===== src/rtl/aq_gemac_miim_slave_if.sv =====
// Register-file strobe bus between the MIIM responder (master) and a register bank (slave).
interface aq_gemac_miim_slave_if;
  logic [4:0]  reg_address;
  logic        reg_re;
  logic [15:0] reg_rdata;
  logic        reg_we;
  logic [15:0] reg_wdata;
  logic        busy;

  modport master (
    output reg_address, reg_re, reg_we, reg_wdata, busy,
    input  reg_rdata
  );

  modport slave (
    input  reg_address, reg_re, reg_we, reg_wdata, busy,
    output reg_rdata
  );
endinterface


===== src/rtl/aq_gemac_miim_slave.sv =====
// Clause 22 MDIO responder, MDC/MDIO oversampled on sys_clk, register-file strobe outputs.
// Define MIIM_PRE_SUP_EN to accept a 1-bit preamble after a cleanly completed frame.
module aq_gemac_miim_slave #(
  parameter int unsigned PREAMBLE_LEN = 32,
  parameter int unsigned SYNC_STAGES  = 2
) (
  input  logic                         sys_clk,
  input  logic                         rst_n,
  input  logic                         mdc,
  input  logic                         mdio_i,
  output logic                         mdio_o,
  output logic                         mdio_oe,
  input  logic [4:0]                   phy_address,
  aq_gemac_miim_slave_if.master        reg_bus
);

  localparam logic [5:0] PreLen = 6'(PREAMBLE_LEN);

  typedef enum logic [3:0] {
    StIdle, StSt, StOp, StPhyad, StRegad, StTa, StRdata, StWdata, StSkip
  } state_e;

  logic [SYNC_STAGES-1:0] mdc_sync_q, mdio_sync_q;
  logic                   mdc_d_q;
  logic                   mdc_s, mdio_s, rise, fall, pre_go;

  state_e      state_q;
  logic [5:0]  pre_cnt_q;
  logic [4:0]  cnt_q;
  logic [15:0] shift_q;
  logic        op_hi_q, is_read_q;
  logic        re_pend_q, re_p1_q, re_p2_q;
  logic        mdio_o_q, mdio_oe_q, reg_re_q, reg_we_q, busy_q;
  logic [4:0]  reg_address_q;
  logic [15:0] reg_wdata_q;

  always_ff @(posedge sys_clk or negedge rst_n) begin
    if (!rst_n) begin
      mdc_sync_q  <= '0;
      mdio_sync_q <= '1;
      mdc_d_q     <= 1'b0;
    end else begin
      mdc_sync_q  <= {mdc_sync_q[SYNC_STAGES-2:0], mdc};
      mdio_sync_q <= {mdio_sync_q[SYNC_STAGES-2:0], mdio_i};
      mdc_d_q     <= mdc_s;
    end
  end

  assign mdc_s  = mdc_sync_q[SYNC_STAGES-1];
  assign mdio_s = mdio_sync_q[SYNC_STAGES-1];
  assign rise   = mdc_s & ~mdc_d_q;
  assign fall   = ~mdc_s & mdc_d_q;

`ifdef MIIM_PRE_SUP_EN
  logic pre_ok_q, frame_done, frame_abort;

  assign frame_done  = (rise && state_q == StWdata && cnt_q == 5'd15) ||
                       (rise && state_q == StSkip && cnt_q == 5'd17) ||
                       (fall && state_q == StRdata && cnt_q == 5'd16);
  assign frame_abort = rise && ((state_q == StSt && !mdio_s) ||
                                (state_q == StOp && cnt_q == 5'd1 && op_hi_q == mdio_s));

  always_ff @(posedge sys_clk or negedge rst_n) begin
    if (!rst_n)           pre_ok_q <= 1'b0;
    else if (frame_abort) pre_ok_q <= 1'b0;
    else if (frame_done)  pre_ok_q <= 1'b1;
  end

  assign pre_go = (pre_cnt_q == PreLen) || (pre_ok_q && (pre_cnt_q != 6'd0));
`else
  assign pre_go = (pre_cnt_q == PreLen);
`endif

  always_ff @(posedge sys_clk or negedge rst_n) begin
    if (!rst_n) begin
      state_q       <= StIdle;
      pre_cnt_q     <= '0;
      cnt_q         <= '0;
      shift_q       <= '0;
      op_hi_q       <= 1'b0;
      is_read_q     <= 1'b0;
      re_pend_q     <= 1'b0;
      re_p1_q       <= 1'b0;
      re_p2_q       <= 1'b0;
      mdio_o_q      <= 1'b1;
      mdio_oe_q     <= 1'b0;
      reg_re_q      <= 1'b0;
      reg_we_q      <= 1'b0;
      busy_q        <= 1'b0;
      reg_address_q <= '0;
      reg_wdata_q   <= '0;
    end else begin
      reg_we_q  <= 1'b0;
      re_pend_q <= 1'b0;
      reg_re_q  <= re_pend_q;
      re_p1_q   <= reg_re_q;
      re_p2_q   <= re_p1_q;
      // Read data is guaranteed valid two cycles after the strobe.
      if (re_p2_q) shift_q <= reg_bus.reg_rdata;

      case (state_q)
        StIdle: if (rise) begin
          if (mdio_s) begin
            if (pre_cnt_q != PreLen) pre_cnt_q <= pre_cnt_q + 6'd1;
          end else begin
            pre_cnt_q <= '0;
            if (pre_go) state_q <= StSt;
          end
        end
        StSt: if (rise) begin
          if (mdio_s) begin
            state_q <= StOp;
            busy_q  <= 1'b1;
            cnt_q   <= '0;
          end else begin
            state_q <= StIdle;
          end
        end
        StOp: if (rise) begin
          if (cnt_q == 5'd0) begin
            op_hi_q <= mdio_s;
            cnt_q   <= 5'd1;
          end else begin
            cnt_q <= '0;
            if (op_hi_q != mdio_s) begin
              is_read_q <= op_hi_q;
              state_q   <= StPhyad;
            end else begin
              state_q <= StIdle;
              busy_q  <= 1'b0;
            end
          end
        end
        StPhyad: if (rise) begin
          shift_q <= {shift_q[14:0], mdio_s};
          if (cnt_q == 5'd4) begin
            cnt_q   <= '0;
            state_q <= ({shift_q[3:0], mdio_s} == phy_address) ? StRegad : StSkip;
          end else begin
            cnt_q <= cnt_q + 5'd1;
          end
        end
        StRegad: if (rise) begin
          shift_q <= {shift_q[14:0], mdio_s};
          if (cnt_q == 5'd4) begin
            cnt_q         <= '0;
            reg_address_q <= {shift_q[3:0], mdio_s};
            re_pend_q     <= is_read_q;
            state_q       <= StTa;
          end else begin
            cnt_q <= cnt_q + 5'd1;
          end
        end
        StTa: begin
          if (rise) begin
            if (cnt_q == 5'd1) begin
              cnt_q   <= '0;
              state_q <= is_read_q ? StRdata : StWdata;
            end else begin
              cnt_q <= 5'd1;
            end
          end else if (fall && is_read_q && cnt_q == 5'd1) begin
            mdio_oe_q <= 1'b1;
            mdio_o_q  <= 1'b0;
          end
        end
        StRdata: begin
          if (fall) begin
            if (cnt_q == 5'd16) begin
              mdio_oe_q <= 1'b0;
              mdio_o_q  <= 1'b1;
              busy_q    <= 1'b0;
              cnt_q     <= '0;
              state_q   <= StIdle;
            end else begin
              mdio_o_q <= shift_q[15];
              shift_q  <= {shift_q[14:0], 1'b0};
            end
          end else if (rise) begin
            cnt_q <= cnt_q + 5'd1;
          end
        end
        StWdata: if (rise) begin
          shift_q <= {shift_q[14:0], mdio_s};
          if (cnt_q == 5'd15) begin
            reg_wdata_q <= {shift_q[14:0], mdio_s};
            reg_we_q    <= 1'b1;
            busy_q      <= 1'b0;
            cnt_q       <= '0;
            state_q     <= StIdle;
          end else begin
            cnt_q <= cnt_q + 5'd1;
          end
        end
        StSkip: if (rise) begin
          if (cnt_q == 5'd17) begin
            busy_q  <= 1'b0;
            cnt_q   <= '0;
            state_q <= StIdle;
          end else begin
            cnt_q <= cnt_q + 5'd1;
          end
        end
        default: state_q <= StIdle;
      endcase
    end
  end

  assign mdio_o              = mdio_o_q;
  assign mdio_oe             = mdio_oe_q;
  assign reg_bus.reg_address = reg_address_q;
  assign reg_bus.reg_re      = reg_re_q;
  assign reg_bus.reg_we      = reg_we_q;
  assign reg_bus.reg_wdata   = reg_wdata_q;
  assign reg_bus.busy        = busy_q;

endmodule


===== src/flat_wrapper.sv =====
// flat-port wrapper written by rule: the top's interface ports become plain ports
module aq_gemac_miim_slave_flat 
#(
  parameter int unsigned PREAMBLE_LEN = 32,
  parameter int unsigned SYNC_STAGES  = 2
)
  (sys_clk, rst_n, mdc, mdio_i, mdio_o, mdio_oe, phy_address, reg_bus_reg_address, reg_bus_reg_re, reg_bus_reg_we, reg_bus_reg_wdata, reg_bus_busy, reg_bus_reg_rdata);
  aq_gemac_miim_slave_if reg_bus_i ();
  input  logic sys_clk;
  input  logic rst_n;
  input  logic mdc;
  input  logic mdio_i;
  output logic mdio_o;
  output logic mdio_oe;
  input  logic [4:0] phy_address;
  output wire logic [$bits(reg_bus_i.reg_address)-1:0] reg_bus_reg_address;
  output wire logic [$bits(reg_bus_i.reg_re)-1:0] reg_bus_reg_re;
  output wire logic [$bits(reg_bus_i.reg_we)-1:0] reg_bus_reg_we;
  output wire logic [$bits(reg_bus_i.reg_wdata)-1:0] reg_bus_reg_wdata;
  output wire logic [$bits(reg_bus_i.busy)-1:0] reg_bus_busy;
  input wire logic [$bits(reg_bus_i.reg_rdata)-1:0] reg_bus_reg_rdata;
  assign reg_bus_reg_address = reg_bus_i.reg_address;
  assign reg_bus_reg_re = reg_bus_i.reg_re;
  assign reg_bus_reg_we = reg_bus_i.reg_we;
  assign reg_bus_reg_wdata = reg_bus_i.reg_wdata;
  assign reg_bus_busy = reg_bus_i.busy;
  assign reg_bus_i.reg_rdata = reg_bus_reg_rdata;
  aq_gemac_miim_slave #(.PREAMBLE_LEN(PREAMBLE_LEN), .SYNC_STAGES(SYNC_STAGES)) u_core (.sys_clk(sys_clk), .rst_n(rst_n), .mdc(mdc), .mdio_i(mdio_i), .mdio_o(mdio_o), .mdio_oe(mdio_oe), .phy_address(phy_address), .reg_bus(reg_bus_i));
endmodule

===== config.mk =====
export PLATFORM = sky130hd
export DESIGN_NAME = aq_gemac_miim_slave_flat
export DESIGN_NICKNAME = d
export VERILOG_FILES = /design/src/rtl/aq_gemac_miim_slave_if.sv /design/src/rtl/aq_gemac_miim_slave.sv /design/src/flat_wrapper.sv
export SDC_FILE = /design/constraint.sdc
export NUM_CORES = 1
export LEC_CHECK = 0
export ABC_AREA = 1
export BUFFER_PORTS_ARGS = -buffer_cell sky130_fd_sc_hd__buf_2
export CAP_MARGIN = 10
export CORE_ASPECT_RATIO = 0.6
export CORE_MARGIN = 2
export CORE_UTILIZATION = 45
export CTS_CLUSTER_SIZE = 12
export DETAILED_ROUTE_END_ITERATION = 10
export PLACE_DENSITY = 0.71
export RECOVER_POWER = 50
export SYNTH_ARGS = -nofsm -noshare
export SYNTH_HDL_FRONTEND = slang
export SYNTH_SLANG_ARGS = --single-unit

===== constraint.sdc =====
create_clock -name sys_clk -period 4.98 [get_ports sys_clk]
set_input_delay 0.996 -clock sys_clk [delete_from_list [all_inputs] [get_ports sys_clk]]
set_output_delay 0.996 -clock sys_clk [all_outputs]
set_load 0.05 [all_outputs]

======== Word-level counts from Yosys, hierarchy flattened ========
Index checks and enable logic that the tools add are counted.
cells by class
  multipliers ............................. 0
  magnitude comparators ................... 0
  div/mod/pow operators ................... 0
  reduce and logical (&&, ||, !) cells .... 19
  equality and inequality tests ........... 43
  muxes and demuxes ....................... 72
  add/subtract/negate cells ............... 2
  shift-type cells ........................ 0
  bitwise gates (word level) .............. 5
operator list
  kind                   count
  $mux W4                19
  $mux W5                13
  $mux W16               4
  $ne A2 B1 Y1 const B   19
  $pmux W4 S9            1
  $pmux W5 S7            1
  $pmux W16 S2           1
  $mux W1                26
  $reduce_and A18 Y1     1
  $eq A4 B3 Y1 const B   4
  $mux W6                2
  $reduce_and A12 Y1     1
  $reduce_and A3 Y1      4
  $eq A5 B5 Y1 const B   2
  $ne A2 B2 Y1 const B   5
  $reduce_and A10 Y1     1
  $eq A4 B2 Y1 const B   2
  $reduce_and A4 Y1      2
  $reduce_bool A7 Y1     1
  $add A6 B1 Y6 const B  1
  $eq A6 B6 Y1 const B   1
  $ne A6 B6 Y1 const B   1
  $add A5 B1 Y5 const B  1
  $eq A5 B1 Y1 const B   1
  21 further kinds       27
word-level totals
  bits in registers ....................... 67
  logic and storage cells ................. 160
  output and inout port bits .............. 26
  RAM bits ................................ 0
  bits in latches ......................... 0
  input port bits ......................... 25
  memories kept ........................... 0
  memory bits (read-only) ................. 0

======== Depth between registers and ports, before layout ========
Gate-level depths: netlist of the first run.
  depth after elaboration ................. 7
  depth in mapped cells ................... 11
  gate-level depth less buffers ........... 11

======== Worst setup path before layout of the first run ========
No wires, ideal clock.
  path type ............................... input-to-reg
  start ................................... input phy_address[0]
  end ..................................... register u_core.state_q[2]
  data arrival time ....................... 1.680 ns
  required time ........................... 4.915 ns
  setup slack ............................. 3.235 ns
  stages on the path ...................... 6
  path buffers ............................ 0
  library setup time ...................... 0.065 ns
  cell sequence ........................... or2_2 -> a21oi_1 -> nand4_1 -> nand2_1 -> nand3_1 -> nand2_1
on the way
  word-level cells in the longest chain between the ends .. 5
ends and longest elaborated chain
  what                    RTL line                    text
  start: declaration      flat_wrapper.sv:15          input logic [4:0] phy_address;
  $eq A5 B5 Y1            aq_gemac_miim_slave.sv:138  state_q <= ({shift_q[3:0], mdio_s} == phy_address) ? StRegad : StSkip;
  $mux W4                 aq_gemac_miim_slave.sv:138
  $mux W4                 aq_gemac_miim_slave.sv:136  if (cnt_q == 5'd4) begin
  $mux W4                 aq_gemac_miim_slave.sv:134  StPhyad: if (rise) begin
  $pmux W4 S9             aq_gemac_miim_slave.sv:101  case (state_q)
  end signal: assignment  aq_gemac_miim_slave.sv:107  if (pre_go) state_q <= StSt;
  end signal: assignment  aq_gemac_miim_slave.sv:112  state_q <= StOp;
  end signal: assignment  aq_gemac_miim_slave.sv:138
  end: declaration        aq_gemac_miim_slave.sv:27   state_e state_q;
No other way between the ends. The select of a mux whose other input is x is not followed.
A chain may end at the register's enable or synchronous reset.

==> impl_metrics.py, run 1 <==
metrics = {
    "outcome": {
        "status": "complete, but fails checks",
        "failed_checks": "max-capacitance violations, max-slew violations",
    },
    "grt": {
        "grt_pass1_wl_mm": 16.1,
        "gr-total-overflow": 0,
        "grt_pass1_vias": 3269,
        "grt_max_degree": 38,
        "antenna_found_initial": 0,
        "track_usage_pct": 23.1,
    },
    "yosys": {
        "yosysSeqAreaShare_pct": 44.0,
        "synthesis.nets": 538,
        "synth-edff-count": 0,
        "synth_top_family_by_area": "simple AND/OR/NAND/NOR gates",
        "syn_area_mm2": 0.00382,
        "synthFlopType": "dfrtp_1",
        "synth_mux_area_share_pct": 0,
        "synthXorXnorAreaFrac_pct": 0.917,
        "synthSimpleGateAreaFrac_pct": 33.4,
        "synth.distinct_cells": 33,
        "syn_area_per_cell_um2": 7.57,
        "synth-adder-area-share_pct": 2.62,
        "ys_seq_elements": 67,
        "synth_warnings": 0,
        "synth_compound_area_share_pct": 11.2,
        "ys_top_cells_by_area": "dfrtp_1, nand2_1, nand3_1",
        "synth_cells": 505,
        "async_flop_share_pct": 100,
        "synth_top_area_share_pct": 41.9,
        "synth_area_leader_cell": "dfrtp_1",
    },
    "worst_setup_path": {
        "path_delay_family": "buffers and inverters",
        "critPathCaptureType": "asynchronous set/reset pin",
        "cpPeakStageDelay_ns": 1.11,
        "timing.rr.end": "u_core.reg_bus.reg_address[1]",
        "start_kind": "primary input",
        "reg2reg_slack_ns": 2.91,
        "criticalPathCategory": "primary input to asynchronous set/reset pin",
        "required_ns": 5.41,
        "worstPathMaxFanout": 37,
        "worst-r2r-cell-count": 9,
        "slowest_stage": "clkbuf_1",
        "r2r_start": "u_core.cnt_q[0]",
        "cp.arrival_ns": 2.73,
        "crit_buf_inv": 2,
        "path_cells": "clkbuf_1 -> buf_4",
    },
    "floorplan": {
        "chipHeight_um": 75.4,
        "dieArea_mm2": 0.00927,
        "rows": 25,
        "core_area_mm2": 0.00804,
        "ios": 51,
        "initial_utilization_pct": 47.5,
        "die_x_um": 123,
    },
    "route": {
        "drt_wl_total_mm": 9.64,
        "num_vias": 3496,
        "route.detailed.drc": 0,
        "drt-initial-drc-count": 299,
        "drt-met1-wl_mm": 4.76,
        "routedWlPerCell_um": 14.4,
        "met2_length_mm": 3.94,
        "drt-vias-per-instance": 5.22,
        "maxUsedRoutingLayer": "met4",
        "dr_wl_met3_um": 858,
        "first_pass_iters": 5,
        "ant_nets": 0,
    },
    "layout": {
        "final_layout_size_suffix_gt1_share_pct": 19.2,
        "area_growth_pct": 14.8,
        "diodes": 0,
        "nets": 590,
        "fin_util_pct": 54.6,
    },
    "cts": {
        "cts_sinks": 67,
        "post_cts_buffers": 0,
        "root_buffer": "clkbuf_16",
        "cts_buffers": 9,
        "clk_pin_slew_ns": 0.05,
        "clockBufferDepth": 2,
        "cts_hold_buf": 0,
        "post_cts_resized": 0,
        "htree_levels": 3,
        "tritoncts": "yes",
        "clock_latency_ns": 0.33,
    },
    "job": {
        "maxCapViolations": 1,
    },
    "timing": {
        "finalHoldViolations": 0,
        "worst_pin_slew_ns": 1.57,
        "rsz0062_at_grt": "no",
        "slew_viol_final": 32,
        "finalClockSkew_ns": 0.00434,
        "setup_tns_ns": 0,
        "setup_viol": 0,
        "post-route-min-period_ns": 2.30,
        "clock.fmax_mhz": 434,
        "relSlewSlack_pct": -4.40,
        "fin_crit_sh_pct": 46.2,
    },
    "pwr": {
        "power.share.clock_pct": 48.5,
        "p_int_uw": 917,
        "p_total_uw": 1170,
        "power_switching_uw": 255,
        "power_density_mw_per_mm2": 267,
        "ir_drop_uv": 196,
        "p_comb_share_pct": 4.0,
        "leakage_uw": 0.00241,
        "power_frac_seq_pct": 47.5,
        "switching_share_pct": 21.7,
    },
    "place": {
        "gp_congestion": 1.02,
        "port_buffers": 50,
        "dp_hpwl_mm": 7.24,
    },
    "hold_path": {
        "hold_path_depth": 0,
        "whs_endpoint": "u_core.mdc_sync_q[1]",
        "holdCritPathClass": "flip-flop to flip-flop",
        "worstHoldStart": "u_core.mdc_sync_q[0]",
    },
}
[cell type report]
type,instances,area (um^2)
Fill cell,785,3650
Multi-Input combinational cell,367,1810
Sequential cell,67,1680
Timing Repair Buffer,52,264
Clock buffer,14,254
Inverter,60,233
Tap cell,108,135
Clock inverter,2,12.5
[Yosys cell counts, types with 4 or more instances]
library cell	n
nand3_1	52
o21ai_2	14
o21ai_1	5
nor2_2	5
clkbuf_1	4
nand2_4	4
nand2_2	8
nand4_1	6
nand2_1	155
dfrtp_1	64
nor2_4	5
buf_2	5
nor2_1	40
o21ai_0	44
ha_1	8
a21oi_1	6
inv_1	55
[per-stage QoR]
stage / area [um^2] / hold WS [ns] / std cells / setup slack, ns
finish: 4390 / 0.354 / 670 / 2.68
detailed placement: 4150 / 0.336 / 654 / 2.92
CTS: 4420 / 0.354 / 670 / 2.86
global placement: 4150 / 0.332 / 654 / 2.93
global route: 4390 / 0.360 / 670 / 2.37
floorplan: 3820 / 0.331 / 505 / 3.23
[power by group through the flow]
stage / Combinational, uW / Sequential (uW) / Clock, uW
6_report: 46.6 / 557 / 568
3_5_place_dp: 47.8 / 566 / 0
3_3_place_gp: 45.5 / 566 / 0
4_1_cts: 48.0 / 557 / 582
5_1_grt: 53.8 / 557 / 605
2_1_floorplan: 21.1 / 564 / 0
[sequential cells by signal (all words and copies together) (netlist names), 2 cells and up]
register / flops
u_core.mdio_sync_q: 2
u_core.reg_bus.reg_wdata: 16
u_core.state_q: 4
u_core.reg_bus.reg_address: 5
u_core.cnt_q: 5
u_core.shift_q: 16
u_core.mdc_sync_q: 2
u_core.pre_cnt_q: 6
[placed cells by master (no fill, tap or decap), types with 4 or more instances in the layout]
cell type,instances
nand2_1,156
dfrtp_1,64
inv_1,55
nand3_1,53
buf_2,49
o21ai_0,44
nor2_1,41
o21ai_2,14
clkbuf_16,9
nand2_2,8
ha_1,8
a21oi_1,6
nand4_1,6
nor2_2,5
o21ai_1,5
clkbuf_1,5
nor2_4,4
[worst max path at each step]
stage                    from                 to  slack [ns]  cells past startpoint
2_1_floorplan  phy_address[0]  u_core.state_q[2]        3.23                      6
3_3_place_gp            rst_n      u_core.mdio_o        2.93                      2
3_5_place_dp            rst_n      u_core.mdio_o        2.92                      2
4_1_cts         u_core.mdio_o             mdio_o        2.86                      1
5_1_grt                 rst_n      u_core.mdio_o        2.37                      2
6_report                rst_n      u_core.mdio_o        2.68                      2
[per-layer routing]
| layer | up-vias | global-route usage (%) |
|---|---|---|
| li1 | 1717 | - |
| met1 | 1639 | 33.6 |
| met2 | 130 | 33.5 |
| met3 | 10 | 7.93 |
| met4 | 0 | 5.11 |
| met5 | - | 0 |
[cells by family after synthesis]
family / after synthesis
fa+ha+maj: 8
buf+inv: 71
xor+xnor: 4
flops: 67
compound gates: 73
simple gates: 282
(Power assumes the default switching activity.)
==> run 2: changes to the inputs <==
==> constraint.sdc (replaced) <==
create_clock -name sys_clk -period 2.3 [get_ports sys_clk]
set_input_delay 0.46 -clock sys_clk [delete_from_list [all_inputs] [get_ports sys_clk]]
set_output_delay 0.46 -clock sys_clk [all_outputs]
set_load 0.05 [all_outputs]
==> impl_metrics.py, run 2 (same netlist as run 1, synthesis figures left out) <==
metrics = {
    "pwr": {
        "switching_share_pct": 21.4,
        "power_frac_seq_pct": 42.9,
        "ir_drop_uv": 536,
        "p_int_uw": 2210,
        "p_total_uw": 2810,
        "p_comb_share_pct": 3.8,
        "power.share.clock_pct": 53.3,
        "power_switching_uw": 600,
        "power_density_mw_per_mm2": 623,
        "leakage_uw": 0.00244,
    },
    "timing": {
        "slew_viol_final": 0,
        "setup_viol": 0,
        "fin_crit_sh_pct": 85.2,
        "setup_slack_ns": 0.340,
        "relSlewSlack_pct": 19.9,
        "worst_pin_slew_ns": 1.20,
        "clock.fmax_mhz": 510,
        "setup_tns_ns": 0,
        "finalClockSkew_ns": 0.00801,
        "rsz0062_at_grt": "no",
        "post-route-min-period_ns": 1.96,
        "finalHoldViolations": 0,
    },
    "cts": {
        "post_cts_resized": 0,
        "cts_hold_buf": 0,
        "clockBufferDepth": 2,
        "tritoncts": "yes",
        "cts_buffers": 9,
        "htree_levels": 3,
        "post_cts_buffers": 0,
        "clk_pin_slew_ns": 0.06,
        "root_buffer": "clkbuf_16",
        "clock_latency_ns": 0.34,
        "cts_sinks": 67,
    },
    "worst_setup_path": {
        "start_kind": "flip-flop",
        "reg2reg_slack_ns": 0.34,
        "cp.arrival_ns": 2.18,
        "r2r_start": "u_core.cnt_q[0]",
        "worst-r2r-cell-count": 11,
        "worstPathMaxFanout": 6,
        "cpPeakStageDelay_ns": 0.45,
        "required_ns": 2.52,
        "path_common_cell": "nand2_1",
        "timing.rr.end": "u_core.state_q[1]",
        "slowest_stage": "dfrtp_1",
        "path_cells": "ha_1 -> nand2_1 -> nor2_1 -> ha_1 -> nand2_2 -> nand2_1 -> nand2_1 -> nor2_2 -> nand2_2 -> nand2_1 -> nand2_1",
        "critPathCaptureType": "flip-flop",
        "criticalPathCategory": "flip-flop to flip-flop",
    },
    "grt": {
        "gr-total-overflow": 0,
        "grt_max_degree": 48,
        "grtUsageMet3_pct": 7.71,
        "grt_pass1_vias": 3226,
        "top_usage_layer": "met1",
        "grt_pass1_wl_mm": 16.5,
        "met1_usage_pct": 35.5,
        "grt_use_met2_pct": 33.1,
        "antenna_found_initial": 0,
        "track_usage_pct": 23.8,
    },
    "route": {
        "first_pass_iters": 5,
        "drt_wl_total_mm": 9.82,
        "routedWlPerCell_um": 14.5,
        "route.detailed.drc": 0,
        "ant_nets": 0,
        "drt-initial-drc-count": 416,
        "num_vias": 3499,
        "drt-vias-per-instance": 5.18,
    },
    "place": {
        "gp_congestion": 1.03,
        "post-place-ws_ns": 0.353,
        "placed_area_mm2": 0.00420,
        "dp_hpwl_mm": 7.36,
        "port_buffers": 50,
    },
    "floorplan": {
        "die_x_um": 123,
        "core_area_mm2": 0.00804,
        "dieArea_mm2": 0.00927,
        "initial_utilization_pct": 47.5,
        "ios": 51,
        "chipHeight_um": 75.4,
        "rows": 25,
    },
    "hold_path": {
        "worstHoldStart": "mdio_i",
        "hold_path_depth": 1,
        "holdCritPathClass": "primary input to flip-flop",
        "whs_endpoint": "u_core.mdio_sync_q[0]",
    },
    "layout": {
        "nets": 595,
        "fin_util_pct": 56.1,
        "layout.cells.most_common_list": "nand2_1, dfrtp_1, inv_1",
        "area_growth_pct": 18.0,
        "final_cell_area_mm2": 0.00451,
        "final_common_cell": "nand2_1",
        "diodes": 0,
        "final_layout_size_suffix_gt1_share_pct": 20.3,
    },
    "outcome": {
        "status": "finished clean",
    },
    "job": {
        "maxCapViolations": 0,
    },
}
## run 2: worst max-delay path by stage
stage | from | to | slack, ns | cells after the start
after floorplan | u_core.cnt_q[0] | u_core.state_q[2] | 0.66 | 11
after global placement | u_core.cnt_q[0] | u_core.state_q[2] | 0.45 | 11
after detailed placement | u_core.cnt_q[0] | u_core.state_q[1] | 0.35 | 11
after CTS | u_core.cnt_q[0] | u_core.reg_bus.reg_wdata[1] | 0.35 | 9
after global routing | u_core.cnt_q[0] | u_core.state_q[1] | 0.14 | 11
final | u_core.cnt_q[0] | u_core.state_q[1] | 0.34 | 11
## run 2: per-layer routing
layer,up-vias,part of all wire (%)
li1,1741,-
met1,1609,51
met2,138,40
met3,11,9.0
met4,0,0.81
met5,-,0
## run 2: power by group through the flow
stage | sequential, uW | combinational [uW] | clock, uW
final | 1200 | 106 | 1500
after global routing | 1210 | 123 | 1580
after CTS | 1200 | 112 | 1510
after detailed placement | 1220 | 111 | 0
after global placement | 1220 | 107 | 0
after floorplan | 1220 | 45.8 | 0
## run 2: final cells by class
class	count	area (um^2)
Clock buffer	10	239
Clock inverter	6	88.8
Fill cell	730	3530
Inverter	60	233
Multi-Input combinational cell	367	1840
Sequential cell	67	1680
Tap cell	108	135
Timing Repair Buffer	57	295
## run 2: worst max-delay path: cells and delay by family, from the launching register on
family,cells,cell delay [ns]
adders and majority gates,2,0.46
DFF,1,0.45
and+or+nand+nor,9,0.96
## run 2: stage by stage
| stage | hold slack, ns | cells |
|---|---|---|
| after CTS | 0.112 | 675 |
| after global routing | 0.214 | 675 |
| after global placement | 0.331 | 659 |
| final | 0.225 | 675 |
| after floorplan | 0.164 | 505 |
| after detailed placement | 0.335 | 659 |
